[config.mk]
export PLATFORM = sky130hd
export DESIGN_NAME = result_forward_pipe_flat
export DESIGN_NICKNAME = d
export VERILOG_FILES = /design/src/rtl/result_forward_pipe_pkg.sv /design/src/rtl/result_forward_pipe_if.sv /design/src/rtl/result_forward_pipe_load_handshake_fsm.sv /design/src/rtl/result_forward_pipe.sv /design/src/flat_wrapper.sv
export SDC_FILE = /design/constraint.sdc
export NUM_CORES = 1
export LEC_CHECK = 0
export CAP_MARGIN = 20
export CORE_AREA = 2 2 117 119
export CTS_CLUSTER_SIZE = 24
export DETAILED_ROUTE_END_ITERATION = 7
export DIE_AREA = 0 0 119 121
export PLACE_DENSITY = 0.81
export SYNTH_ARGS = -nofsm -noshare
export SYNTH_HDL_FRONTEND = slang
export SYNTH_SLANG_ARGS = --single-unit
[constraint.sdc]
create_clock -name clk -period 3.87 [get_ports clk]
set_input_delay 0.774 -clock clk [delete_from_list [all_inputs] [get_ports clk]]
set_output_delay 0.774 -clock clk [all_outputs]
set_load 0.1 [all_outputs]
[src/rtl/result_forward_pipe_pkg.sv]
// Shared types for the result forwarding pipe (DEC->EXE->MEM->WRB).
// Stage record, load-FSM states and datapath widths.
package result_forward_pipe_pkg;

  localparam int XLEN      = 32;
  localparam int NREG_BITS = 5;

  typedef enum logic {
    LD_IDLE,
    LD_WAIT
  } ld_state_e;

  typedef struct packed {
    logic                 valid;
    logic [NREG_BITS-1:0] rd;
    logic                 wenb;
    logic                 load;
    logic                 csr;
    logic [XLEN-1:0]      result;
  } stage_t;

  localparam stage_t STAGE_BUBBLE = '0;

  // x0 is never written or forwarded
  function automatic logic fwd_wenb(
    input logic                 v,
    input logic                 w,
    input logic [NREG_BITS-1:0] rd
  );
    return v & w & (rd != '0);
  endfunction

endpackage

[src/rtl/result_forward_pipe_if.sv]
// Data-memory load handshake between the MEM stage and data memory.
// master = core side, slave = memory side.
interface result_forward_pipe_if;
  import result_forward_pipe_pkg::*;

  logic            dmem_req;
  logic [XLEN-1:0] dmem_addr;
  logic            dmem_ack;
  logic [XLEN-1:0] dmem_rdata;

  modport master (
    output dmem_req,
    output dmem_addr,
    input  dmem_ack,
    input  dmem_rdata
  );

  modport slave (
    input  dmem_req,
    input  dmem_addr,
    output dmem_ack,
    output dmem_rdata
  );

endinterface

[src/rtl/result_forward_pipe_load_handshake_fsm.sv]
// Load request sequencer for the MEM stage.
// Raises dmem_req for a MEM load and freezes the pipe until ack.
module load_handshake_fsm
  import result_forward_pipe_pkg::*;
(
  input  logic            clk,
  input  logic            rst_n,
  input  logic            mem_valid,
  input  logic            mem_load,
  input  logic [XLEN-1:0] mem_addr,
  input  logic            dmem_ack,
  output logic            dmem_req,
  output logic [XLEN-1:0] dmem_addr,
  output logic            pipe_hold
);

  ld_state_e state_q;
  ld_state_e state_d;

  always_ff @(posedge clk or negedge rst_n) begin
    if (!rst_n) state_q <= LD_IDLE;
    else        state_q <= state_d;
  end

  always_comb begin
    state_d  = state_q;
    dmem_req = 1'b0;
    unique case (state_q)
      LD_IDLE: begin
        if (mem_valid & mem_load) begin
          dmem_req = 1'b1;
          if (!dmem_ack) state_d = LD_WAIT;
        end
      end
      LD_WAIT: begin
        dmem_req = 1'b1;
        if (dmem_ack) state_d = LD_IDLE;
      end
      default: state_d = LD_IDLE;
    endcase
  end

  assign dmem_addr = dmem_req ? mem_addr : '0;
  assign pipe_hold = mem_valid & mem_load & ~dmem_ack;

endmodule

[src/rtl/result_forward_pipe.sv]
// Operand-forwarding producer: EXE/MEM/WRB registers and RF write port.
// Optional RESULT_PIPE_PERF_EN adds saturating perf counters.
module result_forward_pipe
  import result_forward_pipe_pkg::*;
(
  input  logic                 clk,
  input  logic                 rst_n,
  input  logic                 dec_valid,
  input  logic                 dec_stall,
  input  logic [NREG_BITS-1:0] dec_rd,
  input  logic                 dec_rd_wenb,
  input  logic                 dec_load,
  input  logic                 dec_csr,
  input  logic                 exe_flush,
  input  logic [XLEN-1:0]      exe_alu_result,
  input  logic [XLEN-1:0]      exe_csr_rdata,
  result_forward_pipe_if.master dmem,
  output logic [NREG_BITS-1:0] exe_rd,
  output logic [NREG_BITS-1:0] mem_rd,
  output logic [NREG_BITS-1:0] wrb_rd,
  output logic                 exe_rd_wenb,
  output logic                 mem_rd_wenb,
  output logic                 wrb_rd_wenb,
  output logic [XLEN-1:0]      exe_result,
  output logic [XLEN-1:0]      mem_result,
  output logic [XLEN-1:0]      wrb_result,
  output logic                 exe_load,
  output logic                 exe_csr,
  output logic                 pipe_hold,
  output logic                 rf_wenb,
  output logic [NREG_BITS-1:0] rf_waddr,
  output logic [XLEN-1:0]      rf_wdata
`ifdef RESULT_PIPE_PERF_EN
  ,
  output logic [31:0]          perf_bubbles,
  output logic [31:0]          perf_load_wait,
  output logic [31:0]          perf_retired
`endif
);

  stage_t exe_q, mem_q, wrb_q;
  stage_t dec_d, mem_d, wrb_d;
  logic   pend_q;
  logic   exe_bubble;

  assign exe_bubble = exe_flush | pend_q | dec_stall | ~dec_valid;

  always_comb begin
    dec_d        = STAGE_BUBBLE;
    dec_d.valid  = 1'b1;
    dec_d.rd     = dec_rd;
    dec_d.wenb   = dec_rd_wenb;
    dec_d.load   = dec_load;
    dec_d.csr    = dec_csr;
    mem_d        = exe_q;
    mem_d.result = exe_result;
    wrb_d        = mem_q;
    wrb_d.result = mem_result;
  end

  // a held MEM load leaves WRB empty so rd is written exactly once
  always_ff @(posedge clk or negedge rst_n) begin
    if (!rst_n) begin
      exe_q  <= STAGE_BUBBLE;
      mem_q  <= STAGE_BUBBLE;
      wrb_q  <= STAGE_BUBBLE;
      pend_q <= 1'b0;
    end else if (!pipe_hold) begin
      exe_q  <= exe_bubble ? STAGE_BUBBLE : dec_d;
      mem_q  <= mem_d;
      wrb_q  <= wrb_d;
      pend_q <= 1'b0;
    end else begin
      wrb_q  <= STAGE_BUBBLE;
      if (exe_flush) pend_q <= 1'b1;
    end
  end

  load_handshake_fsm u_ld_fsm (
    .clk       (clk),
    .rst_n     (rst_n),
    .mem_valid (mem_q.valid),
    .mem_load  (mem_q.load),
    .mem_addr  (mem_q.result),
    .dmem_ack  (dmem.dmem_ack),
    .dmem_req  (dmem.dmem_req),
    .dmem_addr (dmem.dmem_addr),
    .pipe_hold (pipe_hold)
  );

  assign exe_rd      = exe_q.rd;
  assign exe_load    = exe_q.load;
  assign exe_csr     = exe_q.csr;
  assign exe_rd_wenb = fwd_wenb(exe_q.valid, exe_q.wenb, exe_q.rd);
  assign exe_result  = exe_q.csr ? exe_csr_rdata : exe_alu_result;

  assign mem_rd      = mem_q.rd;
  assign mem_rd_wenb = fwd_wenb(mem_q.valid, mem_q.wenb, mem_q.rd)
                     & (~mem_q.load | dmem.dmem_ack);
  assign mem_result  = mem_q.load ? dmem.dmem_rdata : mem_q.result;

  assign wrb_rd      = wrb_q.rd;
  assign wrb_rd_wenb = fwd_wenb(wrb_q.valid, wrb_q.wenb, wrb_q.rd);
  assign wrb_result  = wrb_q.result;

  assign rf_wenb  = wrb_rd_wenb;
  assign rf_waddr = wrb_rd;
  assign rf_wdata = wrb_result;

  logic unused_fields;
  assign unused_fields = ^{exe_q.result, mem_q.csr, wrb_q.load, wrb_q.csr};

`ifdef RESULT_PIPE_PERF_EN
  function automatic logic [31:0] sat_inc(
    input logic [31:0] c,
    input logic        en
  );
    return (en && c != '1) ? c + 32'd1 : c;
  endfunction

  always_ff @(posedge clk or negedge rst_n) begin
    if (!rst_n) begin
      perf_bubbles   <= '0;
      perf_load_wait <= '0;
      perf_retired   <= '0;
    end else begin
      perf_bubbles   <= sat_inc(perf_bubbles, ~pipe_hold & exe_bubble);
      perf_load_wait <= sat_inc(perf_load_wait, pipe_hold);
      perf_retired   <= sat_inc(perf_retired, rf_wenb);
    end
  end
`endif

endmodule

[src/flat_wrapper.sv]
// flat-port wrapper written by rule: the top's interface ports become plain ports
module result_forward_pipe_flat import result_forward_pipe_pkg::*;
  (clk, rst_n, dec_valid, dec_stall, dec_rd, dec_rd_wenb, dec_load, dec_csr, exe_flush, exe_alu_result, exe_csr_rdata, exe_rd, mem_rd, wrb_rd, exe_rd_wenb, mem_rd_wenb, wrb_rd_wenb, exe_result, mem_result, wrb_result, exe_load, exe_csr, pipe_hold, rf_wenb, rf_waddr, rf_wdata, dmem_dmem_req, dmem_dmem_addr, dmem_dmem_ack, dmem_dmem_rdata);
  result_forward_pipe_if dmem_i ();
  input  logic clk;
  input  logic rst_n;
  input  logic dec_valid;
  input  logic dec_stall;
  input  logic [NREG_BITS-1:0] dec_rd;
  input  logic dec_rd_wenb;
  input  logic dec_load;
  input  logic dec_csr;
  input  logic exe_flush;
  input  logic [XLEN-1:0] exe_alu_result;
  input  logic [XLEN-1:0] exe_csr_rdata;
  output logic [NREG_BITS-1:0] exe_rd;
  output logic [NREG_BITS-1:0] mem_rd;
  output logic [NREG_BITS-1:0] wrb_rd;
  output logic exe_rd_wenb;
  output logic mem_rd_wenb;
  output logic wrb_rd_wenb;
  output logic [XLEN-1:0] exe_result;
  output logic [XLEN-1:0] mem_result;
  output logic [XLEN-1:0] wrb_result;
  output logic exe_load;
  output logic exe_csr;
  output logic pipe_hold;
  output logic rf_wenb;
  output logic [NREG_BITS-1:0] rf_waddr;
  output logic [XLEN-1:0] rf_wdata;
  output wire logic [$bits(dmem_i.dmem_req)-1:0] dmem_dmem_req;
  output wire logic [$bits(dmem_i.dmem_addr)-1:0] dmem_dmem_addr;
  input wire logic [$bits(dmem_i.dmem_ack)-1:0] dmem_dmem_ack;
  input wire logic [$bits(dmem_i.dmem_rdata)-1:0] dmem_dmem_rdata;
  assign dmem_dmem_req = dmem_i.dmem_req;
  assign dmem_dmem_addr = dmem_i.dmem_addr;
  assign dmem_i.dmem_ack = dmem_dmem_ack;
  assign dmem_i.dmem_rdata = dmem_dmem_rdata;
  result_forward_pipe u_core (.clk(clk), .rst_n(rst_n), .dec_valid(dec_valid), .dec_stall(dec_stall), .dec_rd(dec_rd), .dec_rd_wenb(dec_rd_wenb), .dec_load(dec_load), .dec_csr(dec_csr), .exe_flush(exe_flush), .exe_alu_result(exe_alu_result), .exe_csr_rdata(exe_csr_rdata), .dmem(dmem_i), .exe_rd(exe_rd), .mem_rd(mem_rd), .wrb_rd(wrb_rd), .exe_rd_wenb(exe_rd_wenb), .mem_rd_wenb(mem_rd_wenb), .wrb_rd_wenb(wrb_rd_wenb), .exe_result(exe_result), .mem_result(mem_result), .wrb_result(wrb_result), .exe_load(exe_load), .exe_csr(exe_csr), .pipe_hold(pipe_hold), .rf_wenb(rf_wenb), .rf_waddr(rf_waddr), .rf_wdata(rf_wdata));
endmodule
==> results.yml <==
synthesis:
  synth_most_common_cell: "buf_4"
  avgSynthCellArea_um2: 12.6
  synthTopCellsByArea: "dfrtp_1 45%, mux2_2 15%, buf_4 14%, mux2_4 10%, and2_1 4.8%"
  synth_cells: 394
  syn-num-nets: 504
  ys_warn_count: 0
  synth_common_cells: "91 x buf_4, 90 x dfrtp_1, 68 x mux2_2, 38 x and2_1, 34 x mux2_4"
  seq_area_frac_synth_pct: 45.4
  synthFlopType: "dfrtp_1"
  synth_top_cell_area_share_pct: 45.4
  synthArstFlopShare_pct: 100
  synth.distinct_cells: 24
  netlist_area_um2: 4960
  yosys.area.top_type: "dfrtp_1"
  ys_ff_latch: 90
  synth_edf_count: 0
floorplan:
  die_h_um: 121
  io_pins: 298
  die_x_um: 119
  start_util_pct: 37.9
  core_area_um2: 13100
  rows: 42
  die_area_um2: 14400
worst_hold_path:
  holdPathEnd: "u_core.wrb_q[34]"
  hp-start: "u_core.mem_q[34]"
  hold_path_depth: 1
  hp-class: "flop to flop"
sta:
  fin_crit_sh_pct: 82.5
  finClkSkew_ns: 0.00579
  slew_headroom_pct: 31.6
  finalCriticalPeriod_ns: 3.19
  holdWs_ns: 0.510
  finalSetupViolations: 0
  rsz0062_at_grt: "no"
  fmax_mhz: 313
  finalWorstSetupSlack_ns: 0.676
  drv_slew: 0
  worst_pin_slew_ns: 1.02
  tns_ns: 0
  finalHoldViolations: 0
clock_tree:
  cts_buffers: 9
  cts.clk_slew.worst_paths_ns: 0.07
  cts-hold-fix-buffers: 0
  insertion_delay_ns: 0.34
  clock_path_buffers: 2
  cts_tree: "done"
  root_buffer: "clkbuf_16"
  clock-sinks: 90
  post_cts.repair.setup_buffers: 0
  cts_resized: 0
  ctsHtreeMaxLevel: 3
cells_and_area:
  drive_gt1_share_pct: 37.8
  multi_input_area_um2: 1920
  final_nets: 713
  diodes: 0
  syn_to_final_growth_pct: 52.5
  nFillCells: 1027
  seq_area_um2: 2250
  final_core_utilization_pct: 57.8
setup_path:
  rrSetupSlack_ns: 1.81
  rr_worst_depth: 3
  cp-start-kind: "flop"
  r2r_end: "u_core.mem_q[23]"
  crit_buf_inv: 1
  r2r_start: "u_core.mem_q[33]"
  end_kind: "primary output"
  cp.required_ns: 3.10
  cp_slowest_stage_delay_ns: 0.98
  critPathTopFamily: "buffers and inverters"
  critical_path.cell_chain: "or3_1 > o311a_1 > clkdlybuf4s50_1"
  cp_max_fo: 3
  crit_arrival_ns: 2.42
  cp_slowest_cell: "clkdlybuf4s50_1"
  crit_type: "flop to primary output"
detailed_routing:
  firstDrtPassIters: 4
  drc: 0
  routedWlPerCell_um: 17.6
  ant_nets: 0
  drtIter0Drc: 125
  routed_wl_um: 13800
  num_vias: 3582
  vias_per_cell: 4.57
global_routing:
  grt_max_degree: 70
  grt-ovfl-total: 0
  grt_use_total_pct: 18.8
  antenna_found_initial: 0
  grt_pass1_vias: 3712
  grt_first_pass_wirelength_um: 20800
pwr:
  power_density_nw_per_um2: 456
  peakVddDrop_v: 0.000179
  leakage_nw: 3.42
place:
  port_buffers: 297
  dp_hpwl_um: 10700
  gp_congestion: 0.770
  dp_slack_ns: 0.795
outcome:
  outcome: "complete, no violations"
flow_run:
  maxCapViolations: 0
-- layout by cell type, fill, tap and decap left out --
cell / instances
a21boi_0: 1
a21o_1: 1
a21oi_4: 1
a22o_1: 8
and2_1: 38
and4b_1: 1
buf_12: 1
buf_4: 106
bufinv_16: 4
clkbuf_16: 9
clkbuf_8: 1
clkdlybuf4s50_1: 196
clkinv_4: 2
dfrtp_1: 88
dfrtp_2: 2
inv_1: 2
inv_2: 1
mux2_2: 68
mux2_4: 34
nand2b_1: 2
nand3b_4: 1
nor2_1: 3
nor2b_1: 32
o211a_1: 1
o311a_1: 2
or3_1: 2
or4_1: 1
-- registers in the layout (all words and copies together) (netlist names) --
name                     count
u_core.mem_q                35
u_core.rf_wdata             32
u_core.exe_rd                5
u_core.mem_rd                5
u_core.rf_waddr              5
u_core.exe_q                 2
u_core.wrb_q                 2
u_core.exe_csr               1
u_core.exe_load              1
u_core.pend_q                1
u_core.u_ld_fsm.state_q      1
-- worst max path at each step --
stage | startpoint | end | slack (ns) | cells after the start
floorplan | u_core.mem_q[33] | dmem_dmem_addr[10] | 0.99 | 4
global placement | dmem_dmem_ack | pipe_hold | 0.83 | 4
detailed placement | dmem_dmem_ack | pipe_hold | 0.79 | 4
CTS | u_core.exe_rd[1] | exe_rd_wenb | 0.66 | 3
global route | u_core.exe_rd[1] | exe_rd_wenb | 0.61 | 3
finish | u_core.rf_waddr[1] | wrb_rd_wenb | 0.68 | 3
-- report_power, final --
part / switching, W / total (W) / internal [W]
sequential: 0.0000452 / 0.00104 / 0.000997
clock: 0.000368 / 0.00108 / 0.000716
combinational: 0.000970 / 0.00132 / 0.000353
-- cell type report --
class / instances / share of cell area (%)
Timing Repair Buffer: 303 / 36.7
Sequential cell: 90 / 29.8
Multi-Input combinational cell: 196 / 25.4
Clock buffer: 10 / 3.16
Tap cell: 176 / 2.91
Clock inverter: 6 / 1.82
Inverter: 3 / 0.149
-- stage by stage --
stage | cell area (µm²) | power [W] | instances
after floorplan | 4960 | 0.00211 | 394
after global placement | 7180 | 0.00238 | 768
after detailed placement | 7180 | 0.00239 | 768
after CTS | 7560 | 0.00349 | 784
after global routing | 7560 | 0.00356 | 784
final | 7560 | 0.00345 | 784
-- routing by layer --
layer / routed length (µm) / up-vias / track usage (%)
met5: 0 / - / 0
met4: 243 / 0 / 6.70
met3: 1000 / 16 / 5.03
met2: 7260 / 166 / 33.5
met1: 5280 / 1751 / 21.6
li1: - / 1649 / -
-- cell families (layout without fill, tap and decap cells) --
logic type	count (synthesis)	count (layout)	share of synthesized area (%)
and+or+nand+nor	80	80	10.3
buffers and inverters	108	322	16.0
AOI/OAI and AO/OA	14	14	2.50
DFF	90	90	45.4
muxes	102	102	25.8
Power figures use the tool's default switching activity.
